**config.mk**
```make
export PLATFORM = sky130hd
export DESIGN_NAME = mult_seq_csa_flat
export DESIGN_NICKNAME = d
export VERILOG_FILES = /design/src/rtl/mult_seq_csa_if.sv /design/src/rtl/mult_seq_csa.sv /design/src/flat_wrapper.sv
export SDC_FILE = /design/constraint.sdc
export NUM_CORES = 1
export LEC_CHECK = 0
export CAP_MARGIN = 30
export CORE_MARGIN = 2
export CORE_UTILIZATION = 55
export CTS_CLUSTER_DIAMETER = 100
export DETAILED_ROUTE_END_ITERATION = 6
export PLACE_DENSITY = 0.82
export SLEW_MARGIN = 40
export SYNTH_ARGS = -nofsm -noshare
export SYNTH_HDL_FRONTEND = slang
export SYNTH_SLANG_ARGS = --single-unit
```
**constraint.sdc**
```tcl
create_clock -name clk -period 6.6 [get_ports clk]
set_input_delay 1.32 -clock clk [delete_from_list [all_inputs] [get_ports clk]]
set_output_delay 1.32 -clock clk [all_outputs]
set_load 0.03 [all_outputs]
```
**src/rtl/mult_seq_csa_if.sv**
```systemverilog
// ---------------------------------------------------------------------------
// mult_seq_csa_if: handshake bundle for mult_seq_csa (sgn only with MULT_SEQ_CSA_SIGNED_EN). Rev 1.0
// ---------------------------------------------------------------------------
`default_nettype none

interface mult_seq_csa_if #(
  parameter int WIDTH = 8
) ();
  logic               in_valid;
  logic               in_ready;
  logic [WIDTH-1:0]   x;
  logic [WIDTH-1:0]   y;
`ifdef MULT_SEQ_CSA_SIGNED_EN
  logic               sgn;
`endif
  logic               out_valid;
  logic               out_ready;
  logic [2*WIDTH-1:0] o;
  logic               busy;

  modport master (
    output in_valid, x, y,
`ifdef MULT_SEQ_CSA_SIGNED_EN
    output sgn,
`endif
    output out_ready,
    input  in_ready, out_valid, o, busy
  );

  modport slave (
    input  in_valid, x, y,
`ifdef MULT_SEQ_CSA_SIGNED_EN
    input  sgn,
`endif
    input  out_ready,
    output in_ready, out_valid, o, busy
  );
endinterface

`default_nettype wire

```
**src/rtl/mult_seq_csa.sv**
```systemverilog
// ---------------------------------------------------------------------------
// mult_seq_csa: K bits/cycle carry-save multiplier with Kogge-Stone resolve.
// MULT_SEQ_CSA_SIGNED_EN adds Baugh-Wooley two's-complement mode. Rev 1.0
// ---------------------------------------------------------------------------
`default_nettype none

module mult_seq_csa #(
  parameter int WIDTH = 8,
  parameter int K     = 2
) (
  input  logic            clk,
  input  logic            rst,
  mult_seq_csa_if.slave   bus
);
  localparam int W2 = 2 * WIDTH;
  localparam int N  = WIDTH / K;
  localparam int CW = (N > 1) ? $clog2(N) : 1;
  localparam int LV = $clog2(W2);

  typedef enum logic [1:0] {IDLE, MUL, ADD, DONE} state_t;

  state_t          state;
  logic [W2-1:0]   x_sh;
  logic [WIDTH-1:0] y_sh;
  logic [W2-1:0]   s_acc;
  logic [W2-1:0]   c_acc;
  logic [W2-1:0]   s_nxt;
  logic [W2-1:0]   c_nxt;
  logic [W2-1:0]   sum_ks;
  logic [W2-1:0]   o_r;
  logic [CW-1:0]   cnt;
  logic            out_valid_r;
  logic            busy_r;
  logic            last_step;
  logic            cin;
`ifdef MULT_SEQ_CSA_SIGNED_EN
  logic            sgn_q;
  assign cin = sgn_q;
`else
  assign cin = 1'b0;
`endif

  assign last_step     = (cnt == CW'(N - 1));
  assign bus.in_ready  = (state == IDLE) && !rst;
  assign bus.out_valid = out_valid_r;
  assign bus.o         = o_r;
  assign bus.busy      = busy_r;

  // x_sh/y_sh are pre-shifted each step, so row j always sits at x_sh << j.
  always_comb begin
    logic [W2-1:0] ps;
    logic [W2-1:0] pc;
    logic [W2-1:0] pp;
    logic [W2-1:0] sm;
    ps = s_acc;
    pc = c_acc;
    pp = '0;
    sm = '0;
    for (int j = 0; j < K; j++) begin
      pp = y_sh[j] ? (x_sh << j) : '0;
`ifdef MULT_SEQ_CSA_SIGNED_EN
      // Sign row carries weight -2^(WIDTH-1): add ~row now, the +1 enters as cin in ADD.
      if (sgn_q && last_step && (j == K - 1)) pp = ~pp;
`endif
      sm = ps ^ pc ^ pp;
      pc = ((ps & pc) | (ps & pp) | (pc & pp)) << 1;
      ps = sm;
    end
    s_nxt = ps;
    c_nxt = pc;
  end

  // Kogge-Stone carry network; gg[i] is the carry out of bit i including cin.
  always_comb begin
    logic [W2-1:0] hp;
    logic [W2-2:0] gg;
    logic [W2-2:0] pg;
    logic [W2-2:0] gn;
    logic [W2-2:0] pn;
    hp = s_acc ^ c_acc;
    gg = (s_acc[W2-2:0] & c_acc[W2-2:0]) | {{(W2-2){1'b0}}, hp[0] & cin};
    pg = hp[W2-2:0];
    for (int l = 0; l < LV; l++) begin
      gn = gg;
      pn = pg;
      for (int i = (1 << l); i < W2 - 1; i++) begin
        gn[i] = gg[i] | (pg[i] & gg[i - (1 << l)]);
        pn[i] = pg[i] & pg[i - (1 << l)];
      end
      gg = gn;
      pg = pn;
    end
    sum_ks = hp ^ {gg, cin};
  end

  always_ff @(posedge clk) begin
    if (rst) begin
      state       <= IDLE;
      x_sh        <= '0;
      y_sh        <= '0;
      s_acc       <= '0;
      c_acc       <= '0;
      cnt         <= '0;
      o_r         <= '0;
      out_valid_r <= 1'b0;
      busy_r      <= 1'b0;
`ifdef MULT_SEQ_CSA_SIGNED_EN
      sgn_q       <= 1'b0;
`endif
    end else begin
      case (state)
        IDLE: begin
          if (bus.in_valid) begin
`ifdef MULT_SEQ_CSA_SIGNED_EN
            x_sh  <= {{WIDTH{bus.sgn & bus.x[WIDTH-1]}}, bus.x};
            sgn_q <= bus.sgn;
`else
            x_sh  <= {{WIDTH{1'b0}}, bus.x};
`endif
            y_sh   <= bus.y;
            s_acc  <= '0;
            c_acc  <= '0;
            cnt    <= '0;
            busy_r <= 1'b1;
            state  <= MUL;
          end
        end
        MUL: begin
          s_acc <= s_nxt;
          c_acc <= c_nxt;
          x_sh  <= x_sh << K;
          y_sh  <= y_sh >> K;
          cnt   <= cnt + CW'(1);
          if (last_step) state <= ADD;
        end
        ADD: begin
          o_r         <= sum_ks;
          out_valid_r <= 1'b1;
          state       <= DONE;
        end
        DONE: begin
          if (bus.out_ready) begin
            out_valid_r <= 1'b0;
            busy_r      <= 1'b0;
            state       <= IDLE;
          end
        end
        default: state <= IDLE;
      endcase
    end
  end
endmodule

`default_nettype wire

```
**src/flat_wrapper.sv**
```systemverilog
// flat-port wrapper written by rule: the top's interface ports become plain ports
module mult_seq_csa_flat 
#(
  parameter int WIDTH = 8,
  parameter int K     = 2
)
  (clk, rst, bus_in_valid, bus_x, bus_y, bus_out_ready, bus_in_ready, bus_out_valid, bus_o, bus_busy);
  mult_seq_csa_if #(.WIDTH(WIDTH)) bus_i ();
  input  logic clk;
  input  logic rst;
  input wire logic [$bits(bus_i.in_valid)-1:0] bus_in_valid;
  input wire logic [$bits(bus_i.x)-1:0] bus_x;
  input wire logic [$bits(bus_i.y)-1:0] bus_y;
  input wire logic [$bits(bus_i.out_ready)-1:0] bus_out_ready;
  output wire logic [$bits(bus_i.in_ready)-1:0] bus_in_ready;
  output wire logic [$bits(bus_i.out_valid)-1:0] bus_out_valid;
  output wire logic [$bits(bus_i.o)-1:0] bus_o;
  output wire logic [$bits(bus_i.busy)-1:0] bus_busy;
  assign bus_i.in_valid = bus_in_valid;
  assign bus_i.x = bus_x;
  assign bus_i.y = bus_y;
  assign bus_i.out_ready = bus_out_ready;
  assign bus_in_ready = bus_i.in_ready;
  assign bus_out_valid = bus_i.out_valid;
  assign bus_o = bus_i.o;
  assign bus_busy = bus_i.busy;
  mult_seq_csa #(.WIDTH(WIDTH), .K(K)) u_core (.clk(clk), .rst(rst), .bus(bus_i));
endmodule
```
==> out/results.txt <==
Summing over every cut layer, the via total after detailed routing is 3560. The tools report the initial antenna violation count as 0. The die extent in y was 93.2 um. After legalization and detailed placement, the total HPWL measured 6210 um. The cell type of the slowest stage on the worst timing path is sky130_fd_sc_hd__clkdlybuf4s50_1.

Along the worst hold path, the cell count comes to 2. The region available for standard cell placement spans 7730 um^2. Compared with the post-synthesis result, the final layout area differs by 14.1%. On the worst path, the slowest cell contributes a delay of 0.67 ns.

The floorplan has 32 rows. For the pin with the worst max-slew slack, the measured transition is 0.810 ns. The first global-routing pass estimated 15300 um of wire. The initial utilization of the core area, before any placement, comes to 56.7%.

The flow ran to the end, and the final reports show no timing, DRC or antenna violations. The tools report the total chip power as 1510 uW. The final critical-path share of the clock period is 53.9%, and the global route total overflow is 0. The run gives 0 as the post-CTS setup repair buffer count. Dividing the detail-routed via count by the number of cells gives 5.54. The tools report the startpoint type of the worst setup path as an input pin. Cells with a size suffix above 1 make up 5.91% of the layout. The critical path is of the input pin to output port type. The clock tree synthesis step divided the H-tree into 3 levels.

For the final database, setup skew stands at 0.00710 ns. The die covers 8690 um^2. The final weighted congestion in routability-driven placement came out at 0.826. The number of distinct library cells after synthesis is 48. Setup repair after global routing left no endpoint under its margin.

The tree is rooted in a sky130_fd_sc_hd__clkbuf_8. The run gives 0 as the post-cts gate resize count. The port buffer count is 38. The most instantiated library cell after synthesis is sky130_fd_sc_hd__nor2_1.

The die span in x was 93.2 um. In the synthesized netlist, mux cells make up 4.80% of the area. The top cell type by area accounts for 34.7% of the synthesized area. The synthesized netlist occupies a cell area of 4380 um^2. The maximum count of clock buffers along a single path was 2. Counting instances in the post-synthesis netlist gives the leading cell types as 108 x sky130_fd_sc_hd__nor2_1, 76 x sky130_fd_sc_hd__dfxtp_1, 46 x sky130_fd_sc_hd__nand2_1, 45 x sky130_fd_sc_hd__a21oi_1, 33 x sky130_fd_sc_hd__inv_1. Setup violations remaining at the end of the flow were counted as 0. Static timing analysis puts the maximum clock frequency at 281 MHz. In this run, CTS created clock tree buffers numbering 9. Hold timing on the final database bottoms out at a slack of 0.462 ns.

Across the whole layout, storage elements account for 1520 um^2. For the finished layout, the period the worst path requires is 3.56 ns. TritonCTS built the clock tree. Of all nets on the critical path, the largest fanout is 2. Hold repair after CTS inserted 0 buffers. The minimum setup slack in the final design was 3.04 ns. The path class of the tightest hold or removal check is flop to flop.

The number of antenna-violating nets in the routed design came out at 0. Sequential cells were found to cover 34.7% of the synthesized design area. A synthesized cell averages 8.55 um^2. In this run the count of I/O pins placed on the die edge is 39.

The logs give 2.24 ns for the critical path arrival and 2620 um^2 for the multi-input gate area in the final layout. 0 antenna diodes ended up in the layout. The power density normalized to cell area works out to 301 nW/um^2. Synthesis produced 512 cells.

The tools report the global-route usage over all layers as 21.9%. By area, the combinational part of the netlist is dominated by adder cells. Ranked by total cell area, the synthesized netlist is headed by sky130_fd_sc_hd__dfxtp_1 35%, sky130_fd_sc_hd__fa_1 13%, sky130_fd_sc_hd__nor2_1 9.3%, sky130_fd_sc_hd__ha_1 5.7%, sky130_fd_sc_hd__a21oi_1 5.1%. Synthesized-area fraction occupied by ao, oa, aoi and oai cells: 15.8%.

The largest total area in the synthesized netlist belongs to sky130_fd_sc_hd__dfxtp_1. The via count of the first global-routing pass was 3376; the max-slew violation count was 0. The register bit count reported by yosys came out at 76. The synthesized-area fraction occupied by xor and xnor cells is 2.00%. The number of endpoints with negative hold slack in the final report was 0. The critical path goes through buf_2 -> nor2b_1 -> clkdlybuf4s50_1. The number of warnings reported in the yosys synthesis log came out at 0.

The detailed-route wire length per cell was 13.9 um. The count of unresolved DRC violations after routing came out at 0. The worst slack at placement was 3.03 ns; the aggregate negative setup slack was 0 ns. Wire length after detailed routing: 8920 um. The detailed router finished its first iteration with 226 violations.

CTS saw 76 sinks. Headroom to the max-slew limit came out at 46.0%. After synthesis, the share of flip-flops with an asynchronous set or reset is 0%. For the total of max-cap violations, the log shows 0. Across the VDD grid, the largest voltage drop is 275 uV. The top flip-flop cell by instance count after synthesis was sky130_fd_sc_hd__dfxtp_1. The worst register-to-register path has a depth of 6. Number of inserted filler cells in the final layout: 650. The count of flip-flops with a built-in enable after synthesis is 0, and the number of search-and-repair iterations in the first detailed-routing pass is 4. STA classifies the critical path endpoint as an output port.

The endpoint required time on the critical path was 5.28 ns; the net count reported at finish was 604. The tools report the leakage component of the power as 0.00173 uW. The share of synthesized cell area in and, or, nand and nor gates is 18.5%, and the clock insertion delay at the later pin of the skew report is 0.35 ns. Entering global routing, the biggest net connects 78 pins. Counting every net in the synthesized netlist gives 580. Clock-pin slew was measured on the worst setup and hold paths at 0.07 ns.

After Yosys synthesis, full adders, half adders and majority gates account for 18.5% of the synthesized area.
-- critical path, delay by kind of cell --
kind          cells  cell delay (ns)
buf+inv           2             0.80
simple gates      1             0.11
-- final timing paths --
| path | from | slack, ns | end |
|---|---|---|---|
| worst max-delay path | rst | 3.04 | bus_in_ready |
| worst min-delay path | u_core.bus.o[11] | 0.46 | u_core.bus.o[11] |
| worst min register to register | u_core.bus.o[11] | 0.46 | u_core.bus.o[11] |
| worst max register to register | u_core.y_sh[0] | 4.21 | u_core.s_acc[3] |
-- layout make-up --
class | instances | share of cell area, %
clock inverter | 4 | 0.952
sequential | 76 | 30.5
inverter | 34 | 2.55
timing repair buffer | 41 | 7.96
multi-input combinational | 374 | 52.4
tap | 102 | 2.55
clock buffer | 12 | 3.11
-- per-layer routing --
layer	vias up	wire, um	track usage [%]
met2	81	4300	35.9
met3	10	360	4.35
met1	1699	4150	29.7
met4	0	102	6.00
li1	1770	-	-
met5	-	0	0
-- per-stage QoR --
| step | util [%] | cells | area (um^2) |
|---|---|---|---|
| finish | 64.7 | 643 | 5000 |
| CTS | 64.6 | 643 | 4990 |
| detailed placement | 62.0 | 627 | 4790 |
| global route | 64.7 | 643 | 5000 |
| global placement | 62.0 | 627 | 4790 |
| floorplan | - | 512 | 4380 |
-- kinds of logic after synthesis --
| logic type | after synthesis |
|---|---|
| buf+inv | 62 |
| fa+ha+maj | 48 |
| flops | 76 |
| xor+xnor | 10 |
| simple gates | 188 |
| mux | 21 |
| compound gates | 107 |
-- report_power, final --
part / internal (uW) / total, uW / switching, uW / leakage (uW)
Clock: 194 / 363 / 169 / 0.000102
Combinational: 192 / 529 / 337 / 0.00101
Sequential: 529 / 613 / 84.8 / 0.000617
-- sequential cells by signal, indices dropped and copies added (netlist names) --
signal,count
u_core.bus.o,16
u_core.s_acc,16
u_core.x_sh,16
u_core.c_acc,14
u_core.y_sh,8
u_core.cnt,2
u_core.state,2
u_core.bus.busy,1
u_core.bus.out_valid,1
-- cell usage in the layout (no fill, tap or decap), types with 4 or more instances in the layout --
cell / n
sky130_fd_sc_hd__ha_1: 19
sky130_fd_sc_hd__clkdlybuf4s50_1: 37
sky130_fd_sc_hd__a21oi_1: 45
sky130_fd_sc_hd__and2_1: 5
sky130_fd_sc_hd__clkbuf_8: 11
sky130_fd_sc_hd__mux2i_1: 21
sky130_fd_sc_hd__dfxtp_1: 76
sky130_fd_sc_hd__nor2_1: 108
sky130_fd_sc_hd__a22oi_1: 14
sky130_fd_sc_hd__xor2_1: 4
sky130_fd_sc_hd__nand2b_1: 4
sky130_fd_sc_hd__nand2_1: 45
sky130_fd_sc_hd__a211oi_1: 16
sky130_fd_sc_hd__o21ai_0: 4
sky130_fd_sc_hd__fa_1: 28
sky130_fd_sc_hd__xnor2_1: 6
sky130_fd_sc_hd__nand3_1: 4
sky130_fd_sc_hd__inv_1: 33
sky130_fd_sc_hd__o21ai_1: 4
(Power assumes the default switching activity.)
